<file path="config.mk">
export PLATFORM = sky130hd
export DESIGN_NAME = seven_seg_scan_ctrl
export DESIGN_NICKNAME = d
export VERILOG_FILES = /design/src/rtl/seven_seg_scan_ctrl.sv
export SDC_FILE = /design/constraint.sdc
export NUM_CORES = 1
export LEC_CHECK = 0
export CAP_MARGIN = 20
export CORE_MARGIN = 3
export CORE_UTILIZATION = 54
export CTS_BUF_LIST = sky130_fd_sc_hd__clkbuf_16
export DETAILED_ROUTE_END_ITERATION = 16
export GPL_TIMING_DRIVEN = 0
export PLACE_DENSITY = 0.78
export SYNTH_ARGS = -nofsm -noshare
export SYNTH_HDL_FRONTEND = slang
export SYNTH_SLANG_ARGS = --single-unit
</file>
<file path="constraint.sdc">
create_clock -name i_Clk -period 2.3 [get_ports i_Clk]
set_input_delay 0.345 -clock i_Clk [delete_from_list [all_inputs] [get_ports i_Clk]]
set_output_delay 0.345 -clock i_Clk [all_outputs]
set_load 0.02 [all_outputs]
</file>
<file path="src/rtl/seven_seg_scan_ctrl.sv">
// Time-division scan controller for a multiplexed 7-segment display.
// A single shared hex decoder is fed one nibble per slot. Each slot starts with
// a dead time, so the decoder's one-cycle latency settles before a digit is
// enabled. A pending/committed double buffer keeps every frame tear-free.
//
//  state   | meaning
//  --------+-----------------------------------------------------------------
//  S_BLANK | dead time: all digits off, nibble of the current index presented
//  S_SHOW  | digit enable of the current index asserted (unless masked)

module seven_seg_scan_ctrl #(
  parameter int NUM_DIGITS   = 4,
  parameter int SCAN_DIV     = 25000,
  parameter int BLANK_CYCLES = 2
) (
  input  logic                    i_Clk,
  input  logic                    i_Rst_L,
  input  logic [4*NUM_DIGITS-1:0] i_Data,
  input  logic                    i_Data_DV,
  input  logic [NUM_DIGITS-1:0]   i_Blank_Mask,
  output logic                    o_Pending,
  output logic [3:0]              o_Nibble,
  output logic [NUM_DIGITS-1:0]   o_Digit_En,
  output logic                    o_Frame_Start
);

  localparam int CNT_MAX = (SCAN_DIV > BLANK_CYCLES) ? SCAN_DIV : BLANK_CYCLES;
  localparam int CW      = (CNT_MAX > 1) ? $clog2(CNT_MAX) : 1;
  localparam int IW      = $clog2(NUM_DIGITS);

  typedef enum logic {S_BLANK = 1'b0, S_SHOW = 1'b1} state_t;

  state_t                  state_q, state_d;
  logic [IW-1:0]           idx_q, idx_d;
  logic [CW-1:0]           cnt_q, cnt_d;

  logic [4*NUM_DIGITS-1:0] pend_data_q, pend_data_d;
  logic [4*NUM_DIGITS-1:0] committed_q;
  logic                    pend_q, pend_d;
  logic [3:0]              nibble_q, nibble_d;
  logic [NUM_DIGITS-1:0]   digit_en_q, digit_en_d;
  logic                    frame_start_q, frame_start_d;
  logic                    commit;

  // The position registers describe the clock whose outputs are registered at
  // the next edge, so reset parks them on the first clock of a frame.
  always_ff @(posedge i_Clk) begin
    if (!i_Rst_L) begin
      state_q <= S_BLANK;
      idx_q   <= '0;
      cnt_q   <= '0;
    end else begin
      state_q <= state_d;
      idx_q   <= idx_d;
      cnt_q   <= cnt_d;
    end
  end

  // Slot sequencing: BLANK_CYCLES of dead time, then SCAN_DIV of display.
  always_comb begin
    state_d = state_q;
    idx_d   = idx_q;
    cnt_d   = cnt_q + CW'(1);
    case (state_q)
      S_BLANK: begin
        if (cnt_q == CW'(BLANK_CYCLES - 1)) begin
          state_d = S_SHOW;
          cnt_d   = '0;
        end
      end
      S_SHOW: begin
        if (cnt_q == CW'(SCAN_DIV - 1)) begin
          state_d = S_BLANK;
          cnt_d   = '0;
          idx_d   = (idx_q == IW'(NUM_DIGITS - 1)) ? '0 : idx_q + IW'(1);
        end
      end
      default: begin
        state_d = S_BLANK;
        cnt_d   = '0;
      end
    endcase
  end

  // Commit happens at the end of the frame-start clock; the nibble of slot 0
  // is taken from the buffer that is about to be committed so that the whole
  // slot shows the new frame.
  assign commit = frame_start_q & pend_q;

  // Next values for the registered outputs and the pending buffer.
  always_comb begin
    pend_data_d   = i_Data_DV ? i_Data : pend_data_q;
    pend_d        = i_Data_DV | (pend_q & ~commit);
    frame_start_d = (state_q == S_BLANK) && (idx_q == '0) && (cnt_q == '0);
    digit_en_d    = '0;
    if (state_q == S_SHOW && !i_Blank_Mask[idx_q])
      digit_en_d = NUM_DIGITS'(1) << idx_q;
    nibble_d = nibble_q;
    if (state_q == S_BLANK && cnt_q == '0) begin
      if (frame_start_d && pend_d)
        nibble_d = pend_data_d[{idx_q, 2'b00} +: 4];
      else
        nibble_d = committed_q[{idx_q, 2'b00} +: 4];
    end
  end

  // Output and buffer registers.
  always_ff @(posedge i_Clk) begin
    if (!i_Rst_L) begin
      pend_data_q   <= '0;
      committed_q   <= '0;
      pend_q        <= 1'b0;
      nibble_q      <= '0;
      digit_en_q    <= '0;
      frame_start_q <= 1'b0;
    end else begin
      pend_data_q   <= pend_data_d;
      pend_q        <= pend_d;
      nibble_q      <= nibble_d;
      digit_en_q    <= digit_en_d;
      frame_start_q <= frame_start_d;
      if (commit)
        committed_q <= pend_data_q;
    end
  end

  assign o_Pending     = pend_q;
  assign o_Nibble      = nibble_q;
  assign o_Digit_En    = digit_en_q;
  assign o_Frame_Start = frame_start_q;

endmodule

</file>
==> results of run 1 <==
## worst register-to-register path: stages (launching register included)
cell      delay [ps]
dfxtp_1          290
clkbuf_1         180
or4b_2           700
or4_1            500
o211ai_4         170
buf_6            180
nor2_1            50
## path summary, 6_finish.rpt
path	start	to	slack, ps	depth (start not counted)
setup / recovery	cnt_q[8]	cnt_q[6]	110	6
setup reg to reg	cnt_q[8]	cnt_q[6]	110	6
hold / removal	committed_q[12]	committed_q[12]	450	2
hold reg to reg	committed_q[12]	committed_q[12]	450	2
## cell families (layout without fill, tap and decap cells)
| logic type | Yosys count | count (layout) |
|---|---|---|
| AOI/OAI and AO/OA | 27 | 27 |
| muxes | 24 | 24 |
| DFF | 60 | 60 |
| xor gates and xnor gates | 13 | 13 |
| buffers and inverters | 24 | 66 |
| and+or+nand+nor | 122 | 122 |
| adders and majority gates | 5 | 5 |
## power groups by stage
| stage | combinational [mW] | sequential (mW) | clock, mW |
|---|---|---|---|
| finish | 0.353 | 1.14 | 1.08 |
| global route | 0.386 | 1.15 | 1.14 |
| detailed placement | 0.340 | 1.16 | 0 |
| CTS | 0.344 | 1.14 | 1.09 |
| global placement | 0.332 | 1.16 | 0 |
| floorplan | 0.191 | 1.17 | 0 |
## cells in the final DEF, fill, tap and decap left out, types with 4 or more instances in the layout
cell type / synthesis / layout
nand3_1: 10 / 10
clkbuf_16: 0 / 9
inv_1: 8 / 10
xnor2_1: 11 / 11
o31ai_1: 4 / 4
nand4_1: 4 / 4
and2_1: 5 / 5
clkbuf_1: 9 / 9
mux2i_1: 16 / 16
nor4_1: 5 / 5
a21oi_1: 19 / 19
ha_1: 5 / 5
mux4_2: 8 / 8
nor2_1: 41 / 41
nand2_1: 38 / 38
dfxtp_1: 60 / 59
clkdlybuf4s50_1: 0 / 30
nor3_1: 6 / 6
## final cells by class
cell class / instances / area [um^2] / area share
Clock inverter: 3 / 11.3 / 0.00356
Timing Repair Buffer: 30 / 300 / 0.0950
Inverter: 10 / 41.3 / 0.0131
Tap cell: 52 / 65.1 / 0.0206
Multi-Input combinational cell: 191 / 1250 / 0.396
Clock buffer: 9 / 225 / 0.0713
Sequential cell: 60 / 1200 / 0.380
Buffer: 14 / 62.6 / 0.0198
## synthesized netlist by cell type, types with 5 or more instances
cell,count
nand3_1,10
inv_1,8
nor4_1,5
and2_1,5
ha_1,5
mux2i_1,16
clkbuf_1,9
nor2_1,41
nand2_1,38
xnor2_1,11
nor3_1,6
mux4_2,8
dfxtp_1,60
a21oi_1,19
## timing repair
item	CTS	global route
endpoints found under the setup margin	0	10
resized for setup	0	6
hold buffers	0	0
## through the flow
step,util,power [mW],area (um^2),cells,setup WS [ps]
global placement,0.653,1.49,2900,357,53.0
global route,0.711,2.67,3160,369,1.15
CTS,0.707,2.57,3140,369,17.2
finish,0.711,2.58,3160,369,108
detailed placement,0.653,1.50,2900,357,35.8
floorplan,-,1.36,2540,275,235
## layer usage
layer | part of all wire | vias up | GRT usage
met5 | 0 | - | 0
met4 | 0.019 | 0 | 0.115
met3 | 0.041 | 10 | 0.0446
met2 | 0.46 | 56 | 0.325
met1 | 0.48 | 961 | 0.308
li1 | - | 1026 | -
## sequential cells by signal, indices dropped and copies added (netlist names)
register,cells
o_Frame_Start,1
state_q,1
pend_data_q,16
committed_q,16
idx_q,2
o_Pending,1
cnt_q,15
o_Nibble,4
o_Digit_En,4
==> results.md, run 1 <==
- Synth cell types: 32
- Leak pwr: 1.16 nW
- Arr. time, crit path: 2400 ps
- Asr flop ratio synth: 0
- CP bufs+invs: 2
- Starting density of the core: 0.571
- Slew Limit Fails: 0
- Avg WL per Cell: 15.0 um
- Worst path slowest cell: or4b_2
- First-pass DRT Iterations: 4
- Placer congestion estimate: 0.795
- Fill count: 356
- CP Cell Sequence: clkbuf_1 -> or4b_2 -> or4_1 -> o211ai_4 -> buf_6 -> nor2_1
- Port bufs: 30
- Hold Crit Class: reg2reg
- Compound-Gate Fraction of Synth Area: 0.0611
- Post-Synth XOR/XNOR Area: 0.0448
- Fin crit share: 0.953
- Register area share after synthesis: 0.473
- Synthesized area per cell: 9.23 um^2
- Drt initial violations: 136
- Worst skew pair latency: 320 ps
- Layout net count: 344
- Post-route setup TNS: 0 ps
- H-tree depth: 3
- Synthesis warning total: 0
- Nature of the critical path endpoint: register
- Largest net degree at the start of global routing: 11
- Post-CTS setup buffers: 0
- Final setup violation count: 0
- Post-Synth Adder-Cell Area: 0.0246
- Synth Instances: 275
- MaxCap Viol Count: 0
- Cell Pwr Density: 815 nW/um^2
- Int Pwr: 1.95 mW
- Root buffer cell: clkbuf_16
- Final hold violation count: 0
- # rows: 24
- Synth area leaders: dfxtp_1, mux4_2, mux2i_1, nor2_1, nand2_1
- DRT antenna net count: 0
- Synth Area in Simple Gates: 0.225
- Layout cell share with drive strength beyond 1: 0.0883
- N_diodes: 0
- Global-route wire length before repair: 9.03 mm
- Final Hold Slack: 449 ps
- Startpoint Class: register
- Critical Path RT: 2500 ps
- Mux cell area share after synthesis: 0.134
- Peak per-stage delay on the critical path: 700 ps
- Initial antenna violation count: 0
- Fmax: 0.456 GHz
- CTS tree: done
- DR vias: 2,053
- Final min period: 2190 ps
- P_sw: 0.623 mW
- Critical path's top delay family: simple AND/OR/NAND/NOR gates
- Core area: 4440 um^2
- Status: finished, final reports clean
- Clock sinks: 60
- Reg power frac: 0.442
- Full die area: 5560 um^2
- Prevailing post-synth register cell: dfxtp_1
- Final WL: 5.52 mm
- Max FO, Critical Path: 10
- Combinational share of power: 0.137
- GR Overflow Total: 0
- Largest family of logic cells by synthesized area: simple AND/OR/NAND/NOR gates
- I/O Pins: 33
- Worst VDD drop: 493 uV
- Slew HR: 0.578
- Total track usage: 0.221
- Clk buf depth: 2
- Vias per inst: 5.56
- Drt drc: 0
- Die Y-Extent: 74.6 um
- Die X: 74.6 um
- Vias in the first global route: 1,933
- Post-DP HPWL: 3.92 mm
- Clock Skew: 3.84 ps
- Clk pin slew, worst setup/hold paths: 40 ps
- Clock share of power: 0.421
- Actual slew at the worst max-slew pin: 633 ps
- FF+latch count, synth: 60
- Area grow syn2layout: 24.5%
- Synth top area share: 0.473
- Top cell type by total area after synthesis: dfxtp_1
- Sw Share: 0.242
- Synthesized area: 2540 um^2
- Number of flops mapped to enable cells by yosys: 0
- RSZ-0062 raised after global routing: false
- Crit Path Class: reg2reg
- Post-Syn Nets: 303
- Clock buffer count from CTS: 9
(Power assumes the default switching activity.)
==> run 2: changes to the inputs <==
ABC_CLOCK_PERIOD_IN_PS = 2300   (was default)
CORE_MARGIN = 2   (was 3)
==> run 2 against run 1 <==
Maximum frequency increased by 1.8%. Critical path type unchanged. Worst hold slack barely moved. Sequential cell count stayed put. Combinational power is essentially flat.
==> results.md, run 2 (synthesis results as in run 1) <==
- Status: finished, final reports clean
- Root buffer cell: clkbuf_16
- Vias in the first global route: 1,900
- DRT antenna net count: 0
- Placer congestion estimate: 0.812
- Worst path slowest cell: or4_4
- Crit path top cell by count: or4_4
- RSZ-0062 raised after global routing: false
- Arr. time, crit path: 2400 ps
- Clk buf depth: 2
- Final Instance Area: 3190 um^2
- Post-Place Worst Slack: 21.0 ps
- Die Y-Extent: 72.6 um
- Clk pin slew, worst setup/hold paths: 50 ps
- Hold Buf Count CTS: 0
- Worst hold stages: 2
- P_sw: 0.654 mW
- Sw Share: 0.239
- CP Cell Sequence: or4_4 -> or4_4 -> or4_1 -> a21oi_1
- I/O Pins: 33
- Slew HR: 0.596
- Reg power frac: 0.417
- Worst Reg-to-Reg Cells: 4
- Combinational share of power: 0.129
- Max FO, Critical Path: 6
- Layout cell share with drive strength beyond 1: 0.0909
- Crit Path Class: reg2reg
- Layout net count: 343
- Int Pwr: 2.08 mW
- Total track usage: 0.230
- First-pass DRT Iterations: 5
- Initial antenna violation count: 0
- Largest net degree at the start of global routing: 11
- CTS tree: done
- Clock sinks: 60
- R2R setup slack: 150 ps
- Worst r2r src: cnt_q[3]
- Area grow syn2layout: 25.8%
- N_diodes: 0
- Drt drc: 0
- Final setup violation count: 0
- Critical Path RT: 2550 ps
- Post-route setup TNS: 0 ps
- Starting density of the core: 0.571
- Commonest non-fill, non-tap cell in the layout: dfxtp_1
- Worst skew pair latency: 320 ps
- DR vias: 2,030
- Fmax: 0.465 GHz
- Worst VDD drop: 533 uV
- Final WL: 5.41 mm
- # rows: 24
- Clock buffer count from CTS: 9
- Hold Crit Class: reg2reg
- MaxCap Viol Count: 0
- Hold path start: committed_q[1]
- Startpoint Class: register
- Area of the multi-input gates: 1250 um^2
- Placed inst area: 2900 um^2
- Critical Path Start: cnt_q[3]
- Global-route wire length before repair: 9.19 mm
- Actual slew at the worst max-slew pin: 606 ps
- Full die area: 5270 um^2
- Leak pwr: 1.18 nW
- Final hold violation count: 0
- Fill count: 314
- Die X: 72.6 um
- Peak per-stage delay on the critical path: 600 ps
- Vias per inst: 5.47
- Clock share of power: 0.453
- Slew Limit Fails: 0
- Clock Skew: 5.54 ps
- Top flop regs: committed_q (16), pend_data_q (16), cnt_q (15)
- Core area: 4440 um^2
- Seq. cell area: 1200 um^2
- Avg WL per Cell: 14.6 um
- Post-DP HPWL: 3.74 mm
- H-tree depth: 3
- Worst Slack Setup Final: 148 ps
- Nature of the critical path endpoint: register
- Reg2reg end: idx_q[0]
- GR Overflow Total: 0
- Port bufs: 30
- Cell Pwr Density: 854 nW/um^2
- Drt initial violations: 144
- Hold Path End: committed_q[1]
- Commonest non-fill, non-tap cells in the layout: dfxtp_1, nor2_1, nand2_1
- Final min period: 2150 ps
- Fin crit share: 0.936
run 2: cell count changes in the layout (fill, tap and decap cells not counted), sizes merged:
| cell | change |
|---|---|
| clkinv | +2 |
| bufinv | +1 |
| clkbuf | -1 |
run 2: critical path: cells and delay by family, from the launching register on:
kind             cells  cell delay [ps]
flip-flops           1              360
AO/OA/AOI/OAI        1              150
AND/OR/NAND/NOR      3             1580
run 2: per-layer routing:
metal	share of wire	track usage	wire length [um]
met3	0.069	0.0403	376
met4	0.024	0.111	130
met1	0.47	0.334	2550
met5	0	0	0
met2	0.44	0.331	2360
run 2: area by class of cell:
cell class	count	share of cell area
plain buffers	13	0.0184
clock buffers	9	0.0705
inverters	10	0.0129
clock inverters	6	0.0153
repair buffers	30	0.0940
multi-input cells	191	0.392
flip-flops and latches	60	0.376
well taps	52	0.0204
run 2: worst max path at each step:
stage | endpoint | slack, ps | depth (start not counted)
2_1_floorplan | cnt_q[13] | 240 | 5
3_3_place_gp | cnt_q[3] | 60 | 5
3_5_place_dp | cnt_q[4] | 20 | 6
4_1_cts | cnt_q[4] | 10 | 6
5_1_grt | o_Nibble[3] | 50 | 6
6_report | idx_q[0] | 150 | 4
run 2: what timing repair did:
action,CTS,global route
gates resized for setup,0,6
endpoints found under the setup margin,0,12
buffers inserted,0,0
run 2: power groups by stage:
stage          clock, mW  sequential (mW)  combinational [mW]
3_3_place_gp           0             1.16               0.332
3_5_place_dp           0             1.16               0.338
2_1_floorplan          0             1.17               0.191
5_1_grt             1.30             1.15               0.389
6_report            1.24             1.14               0.352
4_1_cts             1.25             1.14               0.343
run 2: stage by stage:
step	hold WS (ps)	util	total power [mW]	std cells
5_1_grt	468	0.719	2.84	371
3_3_place_gp	438	0.653	1.49	357
2_1_floorplan	422	-	1.36	275
4_1_cts	454	0.715	2.73	372
6_report	449	0.719	2.73	371
3_5_place_dp	445	0.653	1.49	357
==> run 3: changes to the inputs <==
CORE_UTILIZATION = 50   (was 54)
GPL_TIMING_DRIVEN = default   (was 0)
PLACE_DENSITY = 0.73   (was 0.78)
==> run 3 against run 2 <==
Clock power is 9.7% lower. Routed wire length fell by 3.1%. Worst hold slack improved by 2.4 ps. Critical path type unchanged. Worst setup slack worse by 36 ps. Die area is 7.6% higher.
==> results.md, run 3 (synthesis results as in run 1) <==
- Status: finished, final reports clean
- Commonest non-fill, non-tap cells in the layout: dfxtp_1, nor2_1, nand2_1
- Die Y-Extent: 75.3 um
- DR vias: 2,016
- GR Overflow Total: 0
- Final min period: 2190 ps
- Seq. cell area: 1200 um^2
- Fmax: 0.457 GHz
- Clock buffer count from CTS: 9
- Vias in the first global route: 1,885
- Area of the multi-input gates: 1260 um^2
- Nature of the critical path endpoint: register
- Crit Path Class: reg2reg
- Top flop regs: committed_q (16), pend_data_q (16), cnt_q (15)
- CP bufs+invs: 1
- Max FO, Critical Path: 6
- CTS tree: done
- Core area: 4820 um^2
- H-tree depth: 3
- Reg2reg end: o_Nibble[1]
- Fill count: 407
- RSZ-0062 raised after global routing: false
- Port bufs: 32
- Layout net count: 341
- Clk buf depth: 2
- # rows: 25
- Vias per inst: 5.25
- Global-route wire length before repair: 8.76 mm
- Clock Skew: 5.98 ps
- Worst path slowest cell: or4_4
- Placed Instances: 369
- Cell Pwr Density: 807 nW/um^2
- Actual slew at the worst max-slew pin: 567 ps
- Critical Path RT: 2530 ps
- Commonest non-fill, non-tap cell in the layout: dfxtp_1
- Layout cell share with drive strength beyond 1: 0.110
- Fin crit share: 0.951
- Final hold violation count: 0
- Worst Reg-to-Reg Cells: 6
- Drt initial violations: 129
- Worst hold stages: 2
- Slew HR: 0.622
- Final setup violation count: 0
- I/O Pins: 33
- Post-DP HPWL: 3.67 mm
- Critical path's top delay family: simple AND/OR/NAND/NOR gates
- Clock sinks: 60
- Die X: 75.3 um
- Initial antenna violation count: 0
- Post-route setup TNS: 0 ps
- Hold path start: committed_q[3]
- Non-filler cells, final: 384
- CP Cell Sequence: inv_1 -> ha_1 -> or4b_1 -> or4_4 -> or2_1 -> o31ai_2
- MaxCap Viol Count: 0
- Total track usage: 0.211
- Drt drc: 0
- Peak per-stage delay on the critical path: 470 ps
- Worst skew pair latency: 320 ps
- Placer congestion estimate: 0.806
- Area grow syn2layout: 27.3%
- N_diodes: 0
- Post-Place Worst Slack: -16.1 ps
- Worst r2r src: cnt_q[0]
- Worst Slack Setup Final: 112 ps
- Full die area: 5660 um^2
- First-pass DRT Iterations: 4
- Final Hold Slack: 452 ps
- Leak pwr: 1.20 nW
- Hold Path End: committed_q[3]
- Startpoint Class: register
- Final WL: 5.25 mm
- Slew Limit Fails: 0
- R2R setup slack: 110 ps
- Root buffer cell: clkbuf_16
- Worst VDD drop: 480 uV
- Largest net degree at the start of global routing: 37
- Arr. time, crit path: 2420 ps
- Hold Crit Class: reg2reg
- Avg WL per Cell: 13.7 um
- DRT antenna net count: 0
- Clk pin slew, worst setup/hold paths: 50 ps
- Starting density of the core: 0.527
==> run 3: changes by cell type in the layout (fill, tap and decap cells not counted), moves of 2 or more <==
| cell | change |
|---|---|
| buf_2 | -2 |
| buf_1 | -2 |
| buf_4 | +8 |
| clkinv_2 | +2 |
| clkdlybuf4s50_1 | +2 |
| clkbuf_1 | -8 |
==> run 3: cell type report <==
class                      count  share of cell area
clock inverter                 6             0.00775
clock buffer                   9              0.0697
sequential                    60               0.372
inverter                      10              0.0116
multi-input combinational    191               0.389
timing repair buffer          41               0.124
tap                           67              0.0259
==> run 3: repair_timing <==
action / in CTS / in global routing
endpoints found under the setup margin: 13 / 1
gates resized for setup: 1 / 1
setup buffers: 0 / 0
hold buffers: 0 / 0
==> run 3: worst reg2reg max path, stage by stage, from the launching register on <==
cell     delay (ps)
dfxtp_1         360
inv_1            90
ha_1            140
or4b_1          450
or4_4           470
or2_1           310
o31ai_2         280
==> run 3: through the flow <==
stage          area (um^2)  total power, mW   util
3_3_place_gp          2970             1.49  0.616
5_1_grt               3230             2.71  0.671
2_1_floorplan         2540             1.36      -
4_1_cts               3230             2.62  0.670
6_report              3230             2.61  0.671
3_5_place_dp          2970             1.50  0.616
==> run 3: worst max path at each step <==
stage	startpoint	end	slack [ps]	depth (start not counted)
4_1_cts	cnt_q[0]	o_Nibble[1]	90	6
3_3_place_gp	cnt_q[3]	cnt_q[12]	50	4
5_1_grt	cnt_q[0]	o_Nibble[2]	6	6
2_1_floorplan	cnt_q[3]	cnt_q[13]	240	5
3_5_place_dp	cnt_q[3]	cnt_q[6]	-20	4
6_report	cnt_q[0]	o_Nibble[1]	110	6
==> run 3: metal layers <==
layer	part of all wire	track usage	vias to the layer above
li1	-	-	1023
met1	0.48	0.282	941
met2	0.46	0.321	44
met3	0.042	0.0616	8
met4	0.018	0.0877	0
met5	0	0	-
==> run 3: where the power goes <==
group / internal [mW] / leakage (nW) / switching (mW) / total [mW]
Combinational: 0.166 / 0.582 / 0.179 / 0.345
Sequential: 1.10 / 0.489 / 0.0441 / 1.14
Clock: 0.699 / 0.133 / 0.420 / 1.12
Total: 1.96 / 1.20 / 0.643 / 2.61
